[src/rtl/nibble_serial_alu.sv]
// Multi-cycle ADC/SBC sequencer: one 4-bit adder stepped over 2 or 4 nibbles with
// rippled carry, per-nibble decimal correction and registered 65C816-style flags.
module nibble_serial_alu #(
  parameter bit BCD_EN = 1'b1
) (
  input  logic        CLK,
  input  logic        RST_N,
  input  logic        START,
  input  logic [15:0] A,
  input  logic [15:0] B,
  input  logic        CI,
  input  logic        SUB,
  input  logic        BCD,
  input  logic        W16,
  output logic        BUSY,
  output logic        DONE,
  output logic [15:0] RESULT,
  output logic        CO,
  output logic        VO,
  output logic        NO,
  output logic        ZO
);

  typedef enum logic [1:0] {
    S_IDLE = 2'd0,
    S_RUN  = 2'd1,
    S_FIN  = 2'd2
  } state_t;

  function automatic logic [4:0] adder4(input logic [3:0] a, input logic [3:0] b, input logic ci);
    adder4 = {1'b0, a} + {1'b0, b} + {4'd0, ci};
  endfunction

  state_t      state_q, state_d;
  logic [15:0] a_q, a_d, bx_q, bx_d, sum_q, sum_d, result_q, result_d;
  logic [1:0]  nib_q, nib_d;
  logic        carry_q, carry_d, bcd_q, bcd_d, sub_q, sub_d, w16_q, w16_d, v_q, v_d;
  logic        co_q, co_d, vo_q, vo_d, no_q, no_d, zo_q, zo_d, done_q, done_d;

  logic        accept_s, last_s, raw_c_s, fix_c_s;
  logic [3:0]  nib_a_s, nib_b_s, raw_s_s, fix_s_s;
  logic [4:0]  add_s;

  assign accept_s = START && ((state_q == S_IDLE) || (state_q == S_FIN));
  assign BUSY     = (state_q == S_RUN) || ((state_q == S_FIN) && START);
  assign DONE     = done_q;
  assign RESULT   = result_q;
  assign CO       = co_q;
  assign VO       = vo_q;
  assign NO       = no_q;
  assign ZO       = zo_q;

  assign nib_a_s = a_q[{nib_q, 2'b00} +: 4];
  assign nib_b_s = bx_q[{nib_q, 2'b00} +: 4];
  assign add_s   = adder4(nib_a_s, nib_b_s, carry_q);
  assign raw_s_s = add_s[3:0];
  assign raw_c_s = add_s[4];
  assign last_s  = w16_q ? (nib_q == 2'd3) : (nib_q == 2'd1);

  // Decimal correction of the current nibble; subtraction keeps the borrow.
  always_comb begin
    fix_s_s = raw_s_s;
    fix_c_s = raw_c_s;
    if (bcd_q && !sub_q && (raw_c_s || (raw_s_s > 4'd9))) begin
      fix_s_s = raw_s_s + 4'd6;
      fix_c_s = 1'b1;
    end else if (bcd_q && sub_q && !raw_c_s) begin
      fix_s_s = raw_s_s + 4'd10;
      fix_c_s = 1'b0;
    end else begin
      fix_s_s = raw_s_s;
      fix_c_s = raw_c_s;
    end
  end

  // Next-state, operand latch, nibble stepping and result/flag capture.
  always_comb begin
    state_d  = state_q;
    a_d      = accept_s ? A : a_q;
    bx_d     = accept_s ? (SUB ? ~B : B) : bx_q;
    carry_d  = accept_s ? CI : carry_q;
    bcd_d    = accept_s ? (BCD & BCD_EN) : bcd_q;
    sub_d    = accept_s ? SUB : sub_q;
    w16_d    = accept_s ? W16 : w16_q;
    nib_d    = accept_s ? 2'd0 : nib_q;
    sum_d    = accept_s ? 16'd0 : sum_q;
    v_d      = v_q;
    result_d = result_q;
    co_d     = co_q;
    vo_d     = vo_q;
    no_d     = no_q;
    zo_d     = zo_q;
    done_d   = 1'b0;
    case (state_q)
      S_IDLE: begin
        state_d = accept_s ? S_RUN : S_IDLE;
      end
      S_RUN: begin
        sum_d[{nib_q, 2'b00} +: 4] = fix_s_s;
        carry_d = fix_c_s;
        if (last_s) begin
          // Overflow uses the uncorrected top-nibble sign, as the 65C816 does in decimal mode.
          v_d     = (nib_a_s[3] == nib_b_s[3]) && (raw_s_s[3] != nib_a_s[3]);
          state_d = S_FIN;
        end else begin
          nib_d   = nib_q + 2'd1;
          state_d = S_RUN;
        end
      end
      S_FIN: begin
        result_d = w16_q ? sum_q : {a_q[15:8], sum_q[7:0]};
        co_d     = carry_q;
        vo_d     = v_q;
        no_d     = w16_q ? sum_q[15] : sum_q[7];
        zo_d     = w16_q ? (sum_q == 16'd0) : (sum_q[7:0] == 8'd0);
        done_d   = 1'b1;
        state_d  = accept_s ? S_RUN : S_IDLE;
      end
      default: begin
        state_d = S_IDLE;
      end
    endcase
  end

  // State and datapath registers with synchronous active-low reset.
  always_ff @(posedge CLK) begin
    if (!RST_N) begin
      state_q  <= S_IDLE;
      a_q      <= 16'd0;
      bx_q     <= 16'd0;
      sum_q    <= 16'd0;
      result_q <= 16'd0;
      nib_q    <= 2'd0;
      carry_q  <= 1'b0;
      bcd_q    <= 1'b0;
      sub_q    <= 1'b0;
      w16_q    <= 1'b0;
      v_q      <= 1'b0;
      co_q     <= 1'b0;
      vo_q     <= 1'b0;
      no_q     <= 1'b0;
      zo_q     <= 1'b0;
      done_q   <= 1'b0;
    end else begin
      state_q  <= state_d;
      a_q      <= a_d;
      bx_q     <= bx_d;
      sum_q    <= sum_d;
      result_q <= result_d;
      nib_q    <= nib_d;
      carry_q  <= carry_d;
      bcd_q    <= bcd_d;
      sub_q    <= sub_d;
      w16_q    <= w16_d;
      v_q      <= v_d;
      co_q     <= co_d;
      vo_q     <= vo_d;
      no_q     <= no_d;
      zo_q     <= zo_d;
      done_q   <= done_d;
    end
  end

endmodule

[config.mk]
export PLATFORM = sky130hd
export DESIGN_NAME = nibble_serial_alu
export DESIGN_NICKNAME = d
export VERILOG_FILES = /design/src/rtl/nibble_serial_alu.sv
export SDC_FILE = /design/constraint.sdc
export NUM_CORES = 1
export LEC_CHECK = 0
export ABC_AREA = 1
export BUFFER_PORTS_ARGS = -buffer_cell sky130_fd_sc_hd__buf_2
export CELL_PAD_IN_SITES_DETAIL_PLACEMENT = 0
export CELL_PAD_IN_SITES_GLOBAL_PLACEMENT = 1
export CORE_MARGIN = 4
export CORE_UTILIZATION = 36
export DETAILED_ROUTE_END_ITERATION = 6
export PLACE_DENSITY_LB_ADDON = 0.08
export SLEW_MARGIN = 20
export SYNTH_ARGS = -nofsm -noshare
export SYNTH_HDL_FRONTEND = slang
export SYNTH_SLANG_ARGS = --single-unit
[constraint.sdc]
create_clock -name CLK -period 3.5 [get_ports CLK]
set_clock_uncertainty 0.1 [all_clocks]
set_input_delay 0.7 -clock CLK [delete_from_list [all_inputs] [get_ports CLK]]
set_output_delay 0.7 -clock CLK [all_outputs]
set_load 0.01 [all_outputs]
# Word level (Yosys, flattened, before mapping)
# Index checks and enable logic that the tools add are counted.
# totals
reg_bits,78
in_bits,39
out_inout_bits,22
# op_classes
n_addsub,6
n_lt_le_gt_ge,1
n_eq_ne,6
shifts,4
mux,21
n_bitwise,1
reduce_logical,18
# ops
cell,count
16-bit 2-to-1 mux,4
16-bit by 5-bit indexed part select with 4-bit output,2
16-bit bitwise mux,1
16-bit logical NOT,1
16-bit inverter,1
"4-bit by 6-bit variable shift with 16-bit output, first input constant",1
4-bit by 6-bit indexed part select with 16-bit output,1
1-bit 2-to-1 mux,9
8-bit logical NOT,1
2-bit 2-to-1 mux,4
4-bit 2-to-1 mux,2
1-bit logical AND,7
4-bit negation with 6-bit output,1
4-bit by 4-bit adder with 5-bit output,1
5-bit by 1-bit adder with 5-bit output,1
"4-bit by 3-bit adder with 4-bit output, second input constant",1
"4-bit adder, second input constant",1
"2-bit by 1-bit equality test with 1-bit output, second input constant",2
"2-bit equality test, second input constant",2
"4-bit greater-than comparator, second input constant",1
2-bit case mux with 2 select lines,1
1-bit logical OR,3
"2-bit by 1-bit adder with 2-bit output, second input constant",1
1-bit logical NOT,2
6 further kinds,6

# Longest topological paths before layout
# depth
depth_word,10
depth_mapped,20
depth_no_buf,19

# Worst setup path before layout
# Ideal clock, no wire load.
# synth_timing
kind,reg2reg
from,register nib_q[0]
to,register sum_q[14]
setup_time_ps,132
arrival_ps,3154
t_required_ps,3268
path_slack_ps,114
path_stages_with_launch,15
period_less_slack_ps,3386
cell_sequence,dfxtp_1 buf_2 clkbuf_1 nand2_1 a32o_1 fa_1 fa_1 xor2_1 inv_1 ha_1 or2_2 nand3_1 nand2_2 nand4_1 a21oi_1
# synth_between
elab_chain_cells,10
# synth_rtl
element,line_no,text
from (decl),36,"logic [1:0] nib_q, nib_d;"
from (signal assigned),150,nib_q <= nib_d;
"16-bit by 5-bit indexed part select with 4-bit output, on equally long branches","53, 54",
4-bit by 4-bit adder with 5-bit output,31,"adder4 = {1'b0, a} + {1'b0, b} + {4'd0, ci};"
5-bit by 1-bit adder with 5-bit output,31,
4-bit greater-than comparator or 1-bit logical NOT (tied branches),"64, 67",
1-bit logical OR or 1-bit logical AND (tied branches),"64, 67",
1-bit logical AND or 4-bit 2-to-1 mux (tied branches),"64, 67",
4-bit 2-to-1 mux,64,if (bcd_q && !sub_q && (raw_c_s || (raw_s_s > 4'd9))) begin
4-bit by 6-bit indexed part select with 16-bit output,99,"sum_d[{nib_q, 2'b00} +: 4] = fix_s_s;"
16-bit bitwise mux (*),99,
16-bit 2-to-1 mux (*),94,case (state_q)
to (signal assigned),148,sum_q <= sum_d;
to (decl),35,"logic [15:0] a_q, a_d, bx_q, bx_d, sum_q, sum_d, result_q, result_d;"
# Mark *: on every way between the ends. The rest lies on a longest branch, timed or not.
# A chain may end at the register's enable or synchronous reset.

# Final worst setup path
# layout_timing
from,register nib_q[1]
to,register sum_q[15]
# Same word-level chain as after synthesis.

==> metrics.csv <==
stage,metric,value,unit
synth,warnings from Yosys,0,
route,vias,3411,
power,Overall Power,2.05,mW
setup_path,Setup crit end kind,flip-flop,
worst_hold_path,Worst Min Path Start,RESULT[3],
synth,Post-synth EDFFs,0,
power,P per Cell Area,480,nW/µm²
placement,number of port buffers,60,
floorplan,Core Box Area,9820,µm²
finish,Non-Filler Instances,686,
finish,area of the multi-input gates,1860,µm²
finish,P&R area growth vs syn,16.5,%
route,Residual DRC,0,
worst_hold_path,worst hold path class,flip-flop to flip-flop,
finish,Layout fillers,1069,
global_routing,number of global-route vias before repair,3297,
setup_path,crit path DAT,3.28,ns
power,VDD IR max,0.167,mV
clock_tree,clk buf depth,2,
placement,Placed Area,4100,µm²
sta,"Period Utilization, post-route",90.5,%
job,max-cap violation count,0,
synth,Gate Count Post-Synth,495,
sta,Worst-Margin Slew,0.781,ns
floorplan,die width,109,µm
route,Wirelength per Cell,14.1,µm
synth,mux cell area share after synthesis,0,%
floorplan,# IOs,61,
sta,Max Freq,0.316,GHz
synth,post-synthesis simple-gate area fraction,22.0,%
clock_tree,H-tree depth,3,
synth,Area contributors post-synth,"dfxtp_1, o21ai_0, a21oi_1, nor2_1, nand2_1",
clock_tree,clk sinks,78,
sta,Pins Over Slew Limit,0,
setup_path,Worst Reg-to-Reg Cells,16,
synth,register area share after synthesis,42.7,%
route,final wirelength,9.70,mm
finish,"commonest non-fill, non-tap cell in the layout",nor2_1,
sta,setup_tns,0,ns
synth,combinational family with the most area after synthesis,simple AND/OR/NAND/NOR gates,
clock_tree,"CTS clk-pin slew, worst paths",0.08,ns
synth,post-synthesis xor/xnor area fraction,4.31,%
clock_tree,Skew-Pair Late Insertion Delay,0.35,ns
route,Pre-antenna DRT Iters,4,
global_routing,Overall Global Routing Usage,17.5,%
clock_tree,CTS tree,yes,
setup_path,Critical Path RT,3.61,ns
global_routing,first-pass GRT wire length,16.4,mm
synth,#FFs+latches synth,78,
route,initial DRC count,187,
sta,RSZ-0062 raised after global routing,no,
route,Via density,4.97,
placement,RePlAce Congestion,0.800,
global_routing,largest net degree at the start of global routing,55,
floorplan,Die Height,109,µm
setup_path,sequence of cells on the critical path,inv_1 -> buf_4 -> a21oi_1 -> a32oi_1 -> inv_1 -> fa_1 -> xor2_1 -> buf_4 -> ha_1 -> nand3b_1 -> nand2_1 -> nand3_1 -> nand4_1 -> nor2_1 -> nor2_1 -> nor2_1,
floorplan,die area,11800,µm²
setup_path,critical path depth,16,
finish,most frequent cells in the layout,"nor2_1, dfxtp_1, o21ai_0",
sta,Tmin final,3.17,ns
setup_path,CP startpoint kind,flip-flop,
setup_path,crit-path max cell delay,0.46,ns
synth,post-synthesis cell type count,33,
finish,Antenna diodes,0,
status,status,"complete, no violations",
route,ANT nets after route,0,
finish,Finished Cell Area,4270,µm²
global_routing,GRT overflow,0,
synth,Synth Area in Adders,4.51,%
synth,"Net Count, Synth",546,
floorplan,Rows,36,
setup_path,Crit. Startpoint,nib_q[1],
synth,Post-synth top flop,dfxtp_1,
clock_tree,cts bufs inserted,9,
synth,complex-gate fraction of the synthesized area,20.0,%
setup_path,"Largest delay share family, worst path",buffers and inverters,
floorplan,Starting Density,37.3,%
finish,Reg area,1560,µm²
placement,dpl cells,671,
setup_path,WP buf/inv,4,
finish,final net count,600,
synth,Async SR Flop Fraction,0,%
setup_path,r2r setup slk,0.33,ns
synth,post-synth top area share,42.7,%
clock_tree,postcts setup bufs,0,
sta,final hold vios,0,
global_routing,antenna violations before repair,0,
power,static leakage,1.83,nW
sta,Setup Viol. Count Final,0,
setup_path,Reg-to-Reg Start,nib_q[1],
setup_path,CP max FO,10,
synth,Synth Area per Inst,7.40,µm²
synth,top cell type by total area after synthesis,dfxtp_1,
clock_tree,Post-CTS Hold Buffers,0,
finish,final core occ,43.4,%
setup_path,CP most frequent cell,nor2_1,
synth,Syn Std Cell Area,3660,µm²
setup_path,Worst Setup EP,sum_q[15],
setup_path,CP max-delay cell,fa_1,
clock_tree,clk root buf,clkbuf_8,
sta,relative slew slack,47.9,%
placement,post-detail-place hpwl,7.13,mm
setup_path,Critical R2R Capture,sum_q[15],
finish,layout cells sized above 1,17.5,%
setup_path,Setup Crit Path Kind,flip-flop to flip-flop,
sequential cells by signal (all words and copies together), names as in the netlist, 2 cells and up:
signal   cells
RESULT      16
bx_q        16
a_q         16
state_q      2
sum_q       16
nib_q        2
cell type report:
class / instances / area share [%]
inverter: 35 / 3.08
timing repair buffer: 71 / 8.98
clock buffer: 9 / 2.90
multi-input combinational: 354 / 43.6
clock inverter: 6 / 0.909
tap: 133 / 3.90
sequential: 78 / 36.6
worst register-to-register path, stage by stage, from the launching register on:
cell and delay, ns:
dfxtp_1 0.32, inv_1 0.24, buf_4 0.23, a21oi_1 0.05, a32oi_1 0.34, inv_1 0.12, fa_1 0.46, xor2_1 0.18
buf_4 0.15, ha_1 0.20, nand3b_1 0.15, nand2_1 0.07, nand3_1 0.11, nand4_1 0.15, nor2_1 0.05, nor2_1 0.08
nor2_1 0.04
logic make-up after synthesis:
logic type / count (synthesis)
buf+inv: 63
xor+xnor: 18
simple gates: 185
flops: 78
fa+ha+maj: 12
compound gates: 139
worst min path at each step:
stage | end | slack, ns | depth (start not counted)
final | RESULT[3] | 0.36 | 2
after global routing | RESULT[3] | 0.39 | 2
after CTS | RESULT[3] | 0.36 | 2
after detailed placement | RESULT[3] | 0.35 | 2
after global placement | RESULT[3] | 0.35 | 2
after floorplan | bcd_q | 0.34 | 2
report_power, final:
part / internal, mW / switching, mW / leakage (nW)
clock network: 0.252 / 0.342 / 0.0813
logic: 0.181 / 0.299 / 1.11
registers: 0.937 / 0.0350 / 0.638
total: 1.37 / 0.676 / 1.83
synthesized netlist by cell type (2+ instances only):
master,count
dfxtp_1,78
nor2_1,78
o21ai_0,66
a21oi_1,61
nand2_1,50
inv_1,32
nand3_1,30
clkbuf_1,20
xnor2_1,16
ha_1,10
nand4_1,7
buf_1,5
nor3_1,5
a32oi_1,3
buf_2,3
clkinv_1,3
nand2_2,3
nor4_1,3
o22ai_1,3
fa_1,2
nand3b_1,2
nor2_2,2
o211ai_1,2
xor2_1,2
routing by layer:
layer | wire length, µm | track usage (%)
met2 | 4380 | 27.4
met5 | 0 | 0
met3 | 396 | 2.84
met4 | 116 | 5.23
met1 | 4800 | 24.7
what timing repair did:
action	4_1_cts	5_1_grt
endpoints found under the setup margin	0	6
gates resized for setup	0	2
hold endpoints to repair	0	0
metrics by stage:
| step | worst slack [ns] | hold WS [ns] |
|---|---|---|
| global route | 0.0510 | 0.388 |
| CTS | 0.238 | 0.363 |
| global placement | 0.309 | 0.345 |
| detailed placement | 0.247 | 0.351 |
| finish | 0.332 | 0.361 |
| floorplan | 0.114 | 0.345 |
No activity file was read; power rests on OpenSTA's default activity.
